### config.mk
export PLATFORM = sky130hd
export DESIGN_NAME = lif_layer_scheduler
export DESIGN_NICKNAME = d
export VERILOG_FILES = /design/src/rtl/snn_sched_pkg.sv /design/src/rtl/lif_layer_scheduler.sv
export SDC_FILE = /design/constraint.sdc
export NUM_CORES = 1
export LEC_CHECK = 0
export ABC_AREA = 1
export ABC_CLOCK_PERIOD_IN_PS = 2400
export BUFFER_PORTS_ARGS = -buffer_cell sky130_fd_sc_hd__buf_4
export CORE_MARGIN = 2
export CORE_UTILIZATION = 32
export DETAILED_ROUTE_END_ITERATION = 8
export SYNTH_ARGS = -nofsm -noshare
export SYNTH_HDL_FRONTEND = slang
export SYNTH_SLANG_ARGS = --single-unit
### constraint.sdc
create_clock -name clk -period 2.4 [get_ports clk]
set_input_delay 0.48 -clock clk [delete_from_list [all_inputs] [get_ports clk]]
set_output_delay 0.48 -clock clk [all_outputs]
set_load 0.02 [all_outputs]
### src/rtl/snn_sched_pkg.sv
`default_nettype none
// ============================================================================
// snn_sched_pkg : state encoding and timing constants for the LIF layer scheduler
// Revision      : 1.0
// ============================================================================
package snn_sched_pkg;

  typedef enum logic [2:0] {
    IDLE    = 3'd0,
    FETCH   = 3'd1,
    WAIT    = 3'd2,
    RUN     = 3'd3,
    CAPTURE = 3'd4,
    DONE    = 3'd5
  } state_t;

  localparam int RUN_CYCLES = 2;

endpackage
`default_nettype wire

### src/rtl/lif_layer_scheduler.sv
`default_nettype none
// ============================================================================
// lif_layer_scheduler : time-multiplexes one weight-memory port across N LIF neurons
// Revision            : 1.0
// ============================================================================
module lif_layer_scheduler
  import snn_sched_pkg::*;
#(
  parameter int N_NEURONS = 4,
  parameter int M         = 8,
  parameter int Nbits     = 2,
  parameter int AW        = (N_NEURONS > 1) ? $clog2(N_NEURONS) : 1
) (
  input  logic                 clk,
  input  logic                 reset,
  input  logic                 start,
  input  logic [M-1:0]         input_spikes,
  input  logic [M*Nbits-1:0]   wmem_rdata,
  input  logic [N_NEURONS-1:0] neuron_spike,
  output logic                 wmem_rd,
  output logic [AW-1:0]        wmem_addr,
  output logic [M*Nbits-1:0]   weights_bus,
  output logic [M-1:0]         spikes_bus,
  output logic [N_NEURONS-1:0] neuron_enable,
  output logic                 busy,
  output logic                 done,
  output logic [N_NEURONS-1:0] spike_vec,
  output logic [15:0]          timestep
);

  localparam logic [AW-1:0]        LAST_IDX = AW'(N_NEURONS - 1);
  localparam logic [1:0]           RUN_LAST = 2'(RUN_CYCLES - 1);
  localparam logic [N_NEURONS-1:0] ONE_HOT0 = N_NEURONS'(1);

  state_t               state;
  logic [AW-1:0]        idx;
  logic [1:0]           run_cnt;
  logic [N_NEURONS-1:0] shadow;

  // The neuron index doubles as the weight row address.
  assign wmem_addr = idx;

  always_ff @(posedge clk or negedge reset) begin
    if (!reset) begin
      state         <= IDLE;
      idx           <= '0;
      run_cnt       <= '0;
      shadow        <= '0;
      wmem_rd       <= 1'b0;
      weights_bus   <= '0;
      spikes_bus    <= '0;
      neuron_enable <= '0;
      busy          <= 1'b0;
      done          <= 1'b0;
      spike_vec     <= '0;
      timestep      <= '0;
    end else begin
      // Strobes default low; each state re-asserts what the next state needs.
      wmem_rd       <= 1'b0;
      done          <= 1'b0;
      neuron_enable <= '0;
      case (state)
        IDLE: begin
          if (start) begin
            spikes_bus <= input_spikes;
            idx        <= '0;
            wmem_rd    <= 1'b1;
            busy       <= 1'b1;
            state      <= FETCH;
          end
        end
        FETCH: state <= WAIT;
        WAIT: begin
          weights_bus   <= wmem_rdata;
          run_cnt       <= '0;
          neuron_enable <= ONE_HOT0 << idx;
          state         <= RUN;
        end
        RUN: begin
          if (run_cnt == RUN_LAST) begin
            run_cnt <= '0;
            state   <= CAPTURE;
          end else begin
            run_cnt       <= run_cnt + 2'd1;
            neuron_enable <= ONE_HOT0 << idx;
          end
        end
        CAPTURE: begin
          shadow[idx] <= neuron_spike[idx];
          if (idx == LAST_IDX) begin
            done  <= 1'b1;
            state <= DONE;
          end else begin
            idx     <= idx + 1'b1;
            wmem_rd <= 1'b1;
            state   <= FETCH;
          end
        end
        DONE: begin
          spike_vec <= shadow;
          timestep  <= timestep + 16'd1;
          busy      <= 1'b0;
          state     <= IDLE;
        end
        default: begin
          busy  <= 1'b0;
          state <= IDLE;
        end
      endcase
    end
  end

endmodule
`default_nettype wire
# ---- Word-level counts from Yosys, hierarchy flattened
# Index checks and enable logic that the tools add are counted.
dict set report op_classes {
  add_sub_neg 3
  n_mul 0
  div 0
  n_lt_le_gt_ge 2
  eq_ne 10
  shifts 1
  n_mux 23
  bitwise_logic 1
  reduce_logical 9
}
# cell n
set op_table {}
lappend op_table {{16-bit by 1-bit adder with 16-bit output, second input constant} 1}
lappend op_table {{3-bit case mux with 5 select lines} 1}
lappend op_table {{3-bit 2-to-1 mux} 3}
lappend op_table {{2-bit case mux with 2 select lines} 2}
lappend op_table {{4-bit case mux with 2 select lines} 1}
lappend op_table {{1-bit 2-to-1 mux} 7}
lappend op_table {{3-bit by 2-bit == test with 1-bit output, second input constant} 2}
lappend op_table {{3-bit == test, second input constant} 2}
lappend op_table {{2-bit 2-to-1 mux} 3}
lappend op_table {{2-bit inequality test, second input constant} 3}
lappend op_table {{2-bit AND reduction} 3}
lappend op_table {{2-bit by 1-bit adder with 2-bit output, second input constant} 2}
lappend op_table {{4-bit bitwise mux} 1}
lappend op_table {{4-bit 2-to-1 mux} 1}
lappend op_table {{1-bit case mux with 2 select lines} 2}
lappend op_table {{2-bit nonzero test} 2}
lappend op_table {{4-bit OR reduction} 1}
lappend op_table {{1-bit by 2-bit left shift with 4-bit output, first input constant} 1}
lappend op_table {{3-bit by 1-bit == test with 1-bit output, second input constant} 1}
lappend op_table {{3-bit logical NOT} 1}
lappend op_table {{2-bit by 3-bit < comparator with 1-bit output, second input constant} 1}
lappend op_table {{3-bit AND reduction} 1}
lappend op_table {{1-bit binary-select mux with 2-bit select} 1}
lappend op_table {{1-bit demux with 2-bit select} 1}
lappend op_table {{5 further kinds} 5}
dict set report totals {
  ff_bits 62
  latch_bits 0
  mem_bits_rw 0
  rom_bits 0
  inputBits 31
  out_inout_bits 53
  wordCells 61
  n_memories 0
}

# ---- Longest topological paths before layout
# Gate-level depths: netlist of the first run.
dict set report logic_depth {
  ltp_word 5
  ltp_mapped 8
  ltp_nobuf 8
}

# ---- Worst setup path after synthesis of the first run
# Ideal clock, no wire load.
dict set report synth_path {
  path_kind {reg2reg}
  start {reg timestep[1]}
  end {reg timestep[10]}
  setup_time_ns 0.122
  arrival_time_ns 1.244
  required_ns 2.278
  setup_slack_ns 1.034
  stages_incl_launch_ff 8
  n_path_buf 0
  period_less_slack_ns 1.366
  cell_sequence {dfrtp_1 > ha_1 > inv_1 > nor2_1 > nand2_2 > nor2_1 > nand2_1 > xor2_1}
}
dict set report synth_between {
  elab_chain_len 1
}
# element line
set synth_lines {}
lappend synth_lines {{from (decl)} lif_layer_scheduler.sv:28} ;# output logic [15:0] timestep
lappend synth_lines {{from (signal assigned)} lif_layer_scheduler.sv:101} ;# timestep <= timestep + 16'd1;
lappend synth_lines {{16-bit by 1-bit adder with 16-bit output} lif_layer_scheduler.sv:101}
# Every way passes these cells.
# A chain may end at the register's enable or synchronous reset.

# ---- Final worst setup path of the first run
dict set report layout_path {
  start {reg state[2]}
  end {reg weights_bus[11]}
}
dict set report layout_between {
  elab_chain_len 1
}
# element line
set layout_lines {}
lappend layout_lines {{from (decl)} lif_layer_scheduler.sv:35} ;# state_t state;
lappend layout_lines {{from (signal assigned)} lif_layer_scheduler.sv:45} ;# state <= IDLE;
lappend layout_lines {{from (signal assigned)} lif_layer_scheduler.sv:69} ;# state <= FETCH;
lappend layout_lines {{from (signal assigned)} lif_layer_scheduler.sv:72} ;# FETCH: state <= WAIT;
lappend layout_lines {{3-bit by 2-bit == test with 1-bit output} lif_layer_scheduler.sv:62} ;# case (state)
lappend layout_lines {{to (signal assigned)} lif_layer_scheduler.sv:74} ;# weights_bus <= wmem_rdata;
lappend layout_lines {{to (decl)} lif_layer_scheduler.sv:22} ;# output logic [M*Nbits-1:0] weights_bus,
# Every way passes these cells.

==> metrics list, run 1 <==
- Cells resized by post-CTS repair: 0
- Die area: 9413 sq um
- Antenna cells: 0
* Number of pins with negative max-slew slack in the final report: 0
- During placement, the flow inserted port buffers numbering 83.
* Leakage Power: 0.001947 uW
- Aggregate negative setup slack: 0 ns
- In this run the remaining antenna-violating nets after routing total 0.
- Distinct cells, synth: 25
* Worst-margin pin slew: 0.7733 ns
- Post-CTS Setup Inserts: 0
- Using the TritonRoute via totals, the vias-per-cell ratio works out to 4.411.
- Share of post-route cells with drive strength above 1: 28.08%
- Peak supply drop: 0.0004374 V
* Clock root buffer: sky130_fd_sc_hd__clkbuf_8
* Pre-Repair DR Iteration Count: 4
- Required @ worst endpoint: 2.62 ns
- After synthesis, the mean cell area works out to 8.846 sq um.
- The startpoint identified for the worst register-to-register timing path is state[2].
- Clock skew on the completed layout was measured at 0.006844 ns.
- Total power: 4251 uW
- The number of nets handed over by synthesis was 349.
- Pin placement for this block handled 84 I/O pins.
- Post-route standard cell area excluding fillers: 3667 sq um
- Of all nets on the critical path, the largest fanout is 17.
- Post-layout minimum cycle time: 1.596 ns
* Placed cell area: 3467 sq um
* Number of nets in the finished design: 437
- The library cell used most frequently in the layout, excluding fill and tap cells, is sky130_fd_sc_hd__nand2_1.
* Worst slack on hold paths: 0.2174 ns
* Half-perimeter wire length of the detailed placement result: 4.226 mm
- The floorplan step set the die width to 97.02 microns.
- CTS HTree Levels: 3
- Wire length reported by the detailed router: 5.983 mm
- Clock-pin slew was measured on the worst setup and hold paths at 0.07 ns.
- In the global route stage, overall resource usage came out at 13.68%.
* Post-CTS Hold Fix Bufs: 0
* Slack of the worst reg-to-reg path: 0.80 ns
- CP endpoint: weights_bus[11]
- The later pin in the worst-skew pair is clocked with a latency of 0.33 ns.
- Synthesis-stage register bit count: 62
- The mapped netlist covers 2769 sq um.
* Result of the run: completed
- STA puts the critical path data arrival time at 1.81 ns.
* Final critical-path share of the clock period: 66.48%
- DRT iter0 DRCs: 80
- Setup repair after global routing left no endpoint under its margin.
- Cts bufs inserted: 9
* Worst setup path class: register to register
- For this design the ratio of total power to cell area is 1159 nW/um^2.
* TritonCTS clock tree: yes
* Crit path setup slack, layout: 0.8044 ns
* Post-detailed-route DRC marker count: 0
- Maximum number of pins on one net before global-route repair: 63
- The congestion estimate from routability-driven global placement came to 0.7924.
- For this design, the sink count on the clock tree is 62.
- Type of the most critical hold path: input port to asynchronous set/reset pin
- Placement Rows: 33
- Once the floorplan was initialized, standard cells occupied 33.36% of the core.
- Critical R2R Capture: weights_bus[11]
- In this run the tightest slew margin relative to its limit is 48.44%.
- Sequential cells were found to cover 56.03% of the synthesized design area.
* Maximum achievable frequency: 626.7 MHz
- Across the run, the number of max-cap violations was 0.
* Number of global-route vias before repair: 2205
- For this block, the via count after detailed routing is 2254.
- Setup violations remaining at the end of the flow were counted as 0.
- Highest-count cells in the layout ignoring fill and taps: sky130_fd_sc_hd__nand2_1 (123), sky130_fd_sc_hd__buf_4 (83), sky130_fd_sc_hd__dfrtp_1 (62)
* Wire per inst: 11.71 microns
- Layout area overhead: 32.44%
- The clock passes through at most 2 buffers.
- Yosys printed 0 warnings.
- Wire length of the first global-routing pass: 10.36 mm
- The die is 97.02 microns tall.
* Register-to-Register Path Depth: 6
- STA classifies the critical path endpoint as a register.
* Startpoint type of the worst setup path: register
- Launching instance or port of the critical path: state[2]
- Antenna violations before repair: 0
* Floorplan core area: 8299 sq um
- Gr ovfl total: 0
- Timing analysis after detailed placement gives a worst setup slack of 0.7871 ns.
* Final-report hold violation count: 0
- After technology mapping, the gate count stands at 313.
-- critical path, stage by stage (launching register included) --
cell,delay [ns]
sky130_fd_sc_hd__dfrtp_1,0.49
sky130_fd_sc_hd__inv_1,0.17
sky130_fd_sc_hd__nand2_2,0.09
sky130_fd_sc_hd__nor2_4,0.34
sky130_fd_sc_hd__inv_2,0.23
sky130_fd_sc_hd__nand2_1,0.10
sky130_fd_sc_hd__nand2_1,0.06
-- cells in the mapped netlist, drive strengths merged --
library cell    n  area [sq um]
ha              5         62.56
buf             6         56.30
nand2         128         498.0
o211ai          1         12.51
a22oi           1         12.51
nand3          19         100.1
a21boi          1         7.510
a21oi           2         10.01
dfrtp          62          1551
o31ai           1         7.510
nor2           22         120.1
nor3            3         15.01
xnor2           6         52.55
inv            34         127.6
nand4           5         31.28
xor2            4         35.03
o21ai          13         68.82
-- kinds of logic (layout without fill, tap and decap cells) --
group / Yosys count / count (layout) / synth area share (%)
compound gates: 19 / 19 / 4.293
flops: 62 / 62 / 56.03
fa+ha+maj: 5 / 5 / 2.259
xor+xnor: 10 / 10 / 3.163
simple gates: 177 / 177 / 27.61
buf+inv: 40 / 133 / 6.643
-- metrics by stage --
stage / std cells / utilization (%)
after floorplan: 313 / -
after global placement: 495 / 41.78
after detailed placement: 495 / 41.78
after CTS: 511 / 44.19
after global routing: 511 / 44.19
final: 511 / 44.19
-- power breakdown --
part	switching, uW	total [uW]	internal [uW]
logic	1020	1670	655
registers	265	1660	1400
clock network	383	915	531
total	1670	4250	2590
-- area by class of cell --
| cell class | count | area (sq um) |
|---|---|---|
| fillers | 827 | 4632 |
| repair buffers | 83 | 623.1 |
| clock buffers | 12 | 155.1 |
| multi-input cells | 211 | 1033 |
| inverters | 34 | 127.6 |
| flip-flops and latches | 62 | 1551 |
| clock inverters | 4 | 45.04 |
| well taps | 105 | 131.4 |
-- per-layer routing --
metal  part of all wire, %  GRT usage (%)
met3                   5.0          3.974
met5                     0              0
met2                    49          22.17
met1                    44          16.76
met4                   1.6          6.501
-- worst min path at each step --
stage,endpoint
detailed placement,weights_bus[13]
floorplan,busy
CTS,weights_bus[14]
finish,weights_bus[14]
global placement,spike_vec[3]
global route,weights_bus[14]
-- state kept, by name, summed over array words and instances (netlist names) --
| signal | cells |
|---|---|
| neuron_enable | 4 |
| busy | 1 |
| done | 1 |
| timestep | 16 |
| state | 3 |
| spikes_bus | 8 |
| shadow | 4 |
| wmem_rd | 1 |
| run_cnt | 2 |
| wmem_addr | 2 |
| spike_vec | 4 |
| weights_bus | 16 |
(Power assumes the default switching activity.)
==> run 2, diff against run 1 <==
- ABC_CLOCK_PERIOD_IN_PS: 2400 -> 1500
- clock period: 2.4 -> 1.5 ns (I/O delays scaled with it)
==> metrics list, run 2 (synthesized netlist as in run 1, its figures left out) <==
* Result of the run: completed
* CTS HTree Levels: 3
- Placer congestion estimate: 0.8540
- Pre-Repair DR Iteration Count: 4
* CP max FO: 5
- Worst hold path cell count: 3
* Worst-margin pin slew: 0.3319 ns
- Data on the critical path arrives at its endpoint at 1.57 ns.
* Register-to-Register Path Depth: 7
- In this run the standard cell core region covers 8299 sq um.
- Adding up every negative setup slack in the final design gives 0 ns.
- Worst skew pair latency: 0.33 ns
- Clock tree synthesis found a total of 62 sinks.
- Commonest non-fill, non-tap cell in the layout: sky130_fd_sc_hd__nand2_1
- The cell sitting at the root of the clock tree is a sky130_fd_sc_hd__clkbuf_8.
- Initial core utilization: 33.36%
* Cts bufs inserted: 9
- Peak supply drop: 0.0006231 V
* Number of nets in the finished design: 444
* CP dominant cell by count: sky130_fd_sc_hd__nor2_1
- Number of filler cells placed in the layout: 815
- Power spread over the standard cell area amounts to 1854 nW/um^2.
- The critical path goes through ha_1 > inv_1 > nor2_1 > nand2_2 > nor2_1 > nand2_1 > xor2_1.
* Cell at the slowest stage of the critical path: sky130_fd_sc_hd__dfrtp_1
- Startpoint of the worst register-to-register path: timestep[1]
- Setup violations remaining at the end of the flow were counted as 0.
- The die is 97.02 microns tall.
- Antenna violations before repair: 0
- The count of buffers added on input and output ports is 83.
* Total power: 6946 uW
- Clock skew on the completed layout was measured at 0.006668 ns.
- Once detailed placement completed, the half-perimeter wirelength came to 4.394 mm.
- The worst register-to-register path has a setup slack of 0.14 ns.
- The max-slew violation count was 0.
- Max-cap violations in this run came to 0.
* Placement Rows: 33
- After detailed routing, the average wire length per cell comes to 11.66 microns.
- Biggest regs: timestep: 16 flops, weights_bus: 16 flops, spikes_bus: 8 flops
- The number of hold violations in the final report came to 0.
* Number of global-route vias before repair: 2254
- Worst-case clock buffer depth: 2
* Post-detailed-route DRC marker count: 0
* Biggest cell delay along the critical path: 0.41 ns
* Top-level I/O count: 84
- Hold worst-path end: weights_bus[8]
- In this run the remaining antenna-violating nets after routing total 0.
- Clock transition at the registers of the reported paths: 0.07 ns
- The library cells used most frequently in the layout, excluding fill and tap cells, are sky130_fd_sc_hd__nand2_1 (123), sky130_fd_sc_hd__buf_4 (88), sky130_fd_sc_hd__dfrtp_1 (61).
* Final critical-path share of the clock period: 90.95%
* Gr ovfl total: 0
- Measured along the x axis, the die boundary spans 97.02 microns.
* Family with the most delay on the worst path: simple AND/OR/NAND/NOR gates
* TritonCTS clock tree: yes
- Share of post-route cells with drive strength above 1: 29.61%
- In the routed layout, each cell is associated on average with a via count of 4.429.
* Required @ worst endpoint: 1.71 ns
* Unrepaired setup endpoints after global routing: no
* Startpoint type of the worst setup path: register
* DRT iter0 DRCs: 85
* Buffers plus inverters on the worst setup path: 1
- Worst setup path class: register to register
- The first global-routing pass estimated 10.38 mm of wire.
- STA classifies the critical path endpoint as a register.
- For this run, the top clock speed supported by timing is 733.0 MHz.
- Entering global routing, the biggest net connects 41 pins.
- In this run the tightest slew margin relative to its limit is 77.87%.
* Post-layout minimum cycle time: 1.364 ns
* Wire length reported by the detailed router: 6.026 mm
- Global routing consumed, over all layers together, 13.59% of the routing resources.
- In this run the post-CTS setup repair buffer count came out at 0.
- The worst register-to-register path ends at timestep[10].
- Die area: 9413 sq um
- In this run the static leakage power is 0.001982 uW.
* Number of vias in the routed layout: 2290
* Start point of the worst min-delay path: wmem_rdata[8]
- 0 antenna diodes ended up in the layout.
- Worst slack on hold paths: 0.1661 ns
- Type of the most critical hold path: input port to register
- Layout area overhead: 35.29%
-- run 2: cell count changes in the layout (fill, tap and decap cells not counted), sizes merged --
cell,delta
buf,+6
clkinv,-2
clkinvlp,+1
dlygate4sd3,+1
-- run 2: power by group --
group          switching (uW)  leakage (uW)  internal (uW)
Clock                     624      0.000104            892
Combinational            1650       0.00108           1120
Sequential                418      0.000793           2240
Total                    2690       0.00198           4250
-- run 2: timing repair --
action                                  in CTS  in global routing
endpoints found under the setup margin       0                  6
gates resized for setup                      0                  2
hold buffers                                 1                  0
endpoints found under the hold margin       22                  0
-- run 2: worst max path at each step --
stage                     start  cells past startpoint           end  slack (ns)
floorplan           timestep[1]                      7  timestep[10]        0.13
global placement       state[2]                      6   timestep[9]        0.16
detailed placement     state[0]                      5  timestep[13]        0.12
CTS                    state[0]                      5  timestep[13]        0.11
global route           state[0]                      6  wmem_addr[0]        0.01
finish              timestep[1]                      7  timestep[10]        0.14
-- run 2: tightest hold or removal path, cell delays in order --
cell,delay [ns]
sky130_fd_sc_hd__buf_4,0.07
sky130_fd_sc_hd__nand2_1,0.04
sky130_fd_sc_hd__nand2_1,0.05
-- run 2: area by class of cell --
cell class	instances	area [sq um]	share of cell area [%]
well taps	105	131.4	3.507
inverters	34	127.6	3.407
clock inverters	3	42.54	1.136
clock buffers	12	165.2	4.409
flip-flops and latches	62	1553	41.45
multi-input cells	211	1036	27.66
repair buffers	90	690.7	18.44
-- run 2: routing by layer --
layer / GRT usage, % / vias to the layer above / part of all wire (%)
met4: 6.826 / 0 / 2.0
met2: 21.15 / 65 / 47
li1: - / 1159 / -
met5: 0 / - / 0
met3: 3.324 / 10 / 5.1
met1: 17.63 / 1056 / 46
-- run 2: through the flow --
stage | worst slack, ns | util [%] | area (sq um) | std cells
6_report | 0.1357 | 45.14 | 3746 | 517
5_1_grt | 0.01393 | 45.14 | 3746 | 517
4_1_cts | 0.1059 | 45.09 | 3742 | 517
3_5_place_dp | 0.1195 | 42.47 | 3525 | 501
3_3_place_gp | 0.1582 | 42.47 | 3525 | 501
2_1_floorplan | 0.1342 | - | 2769 | 313
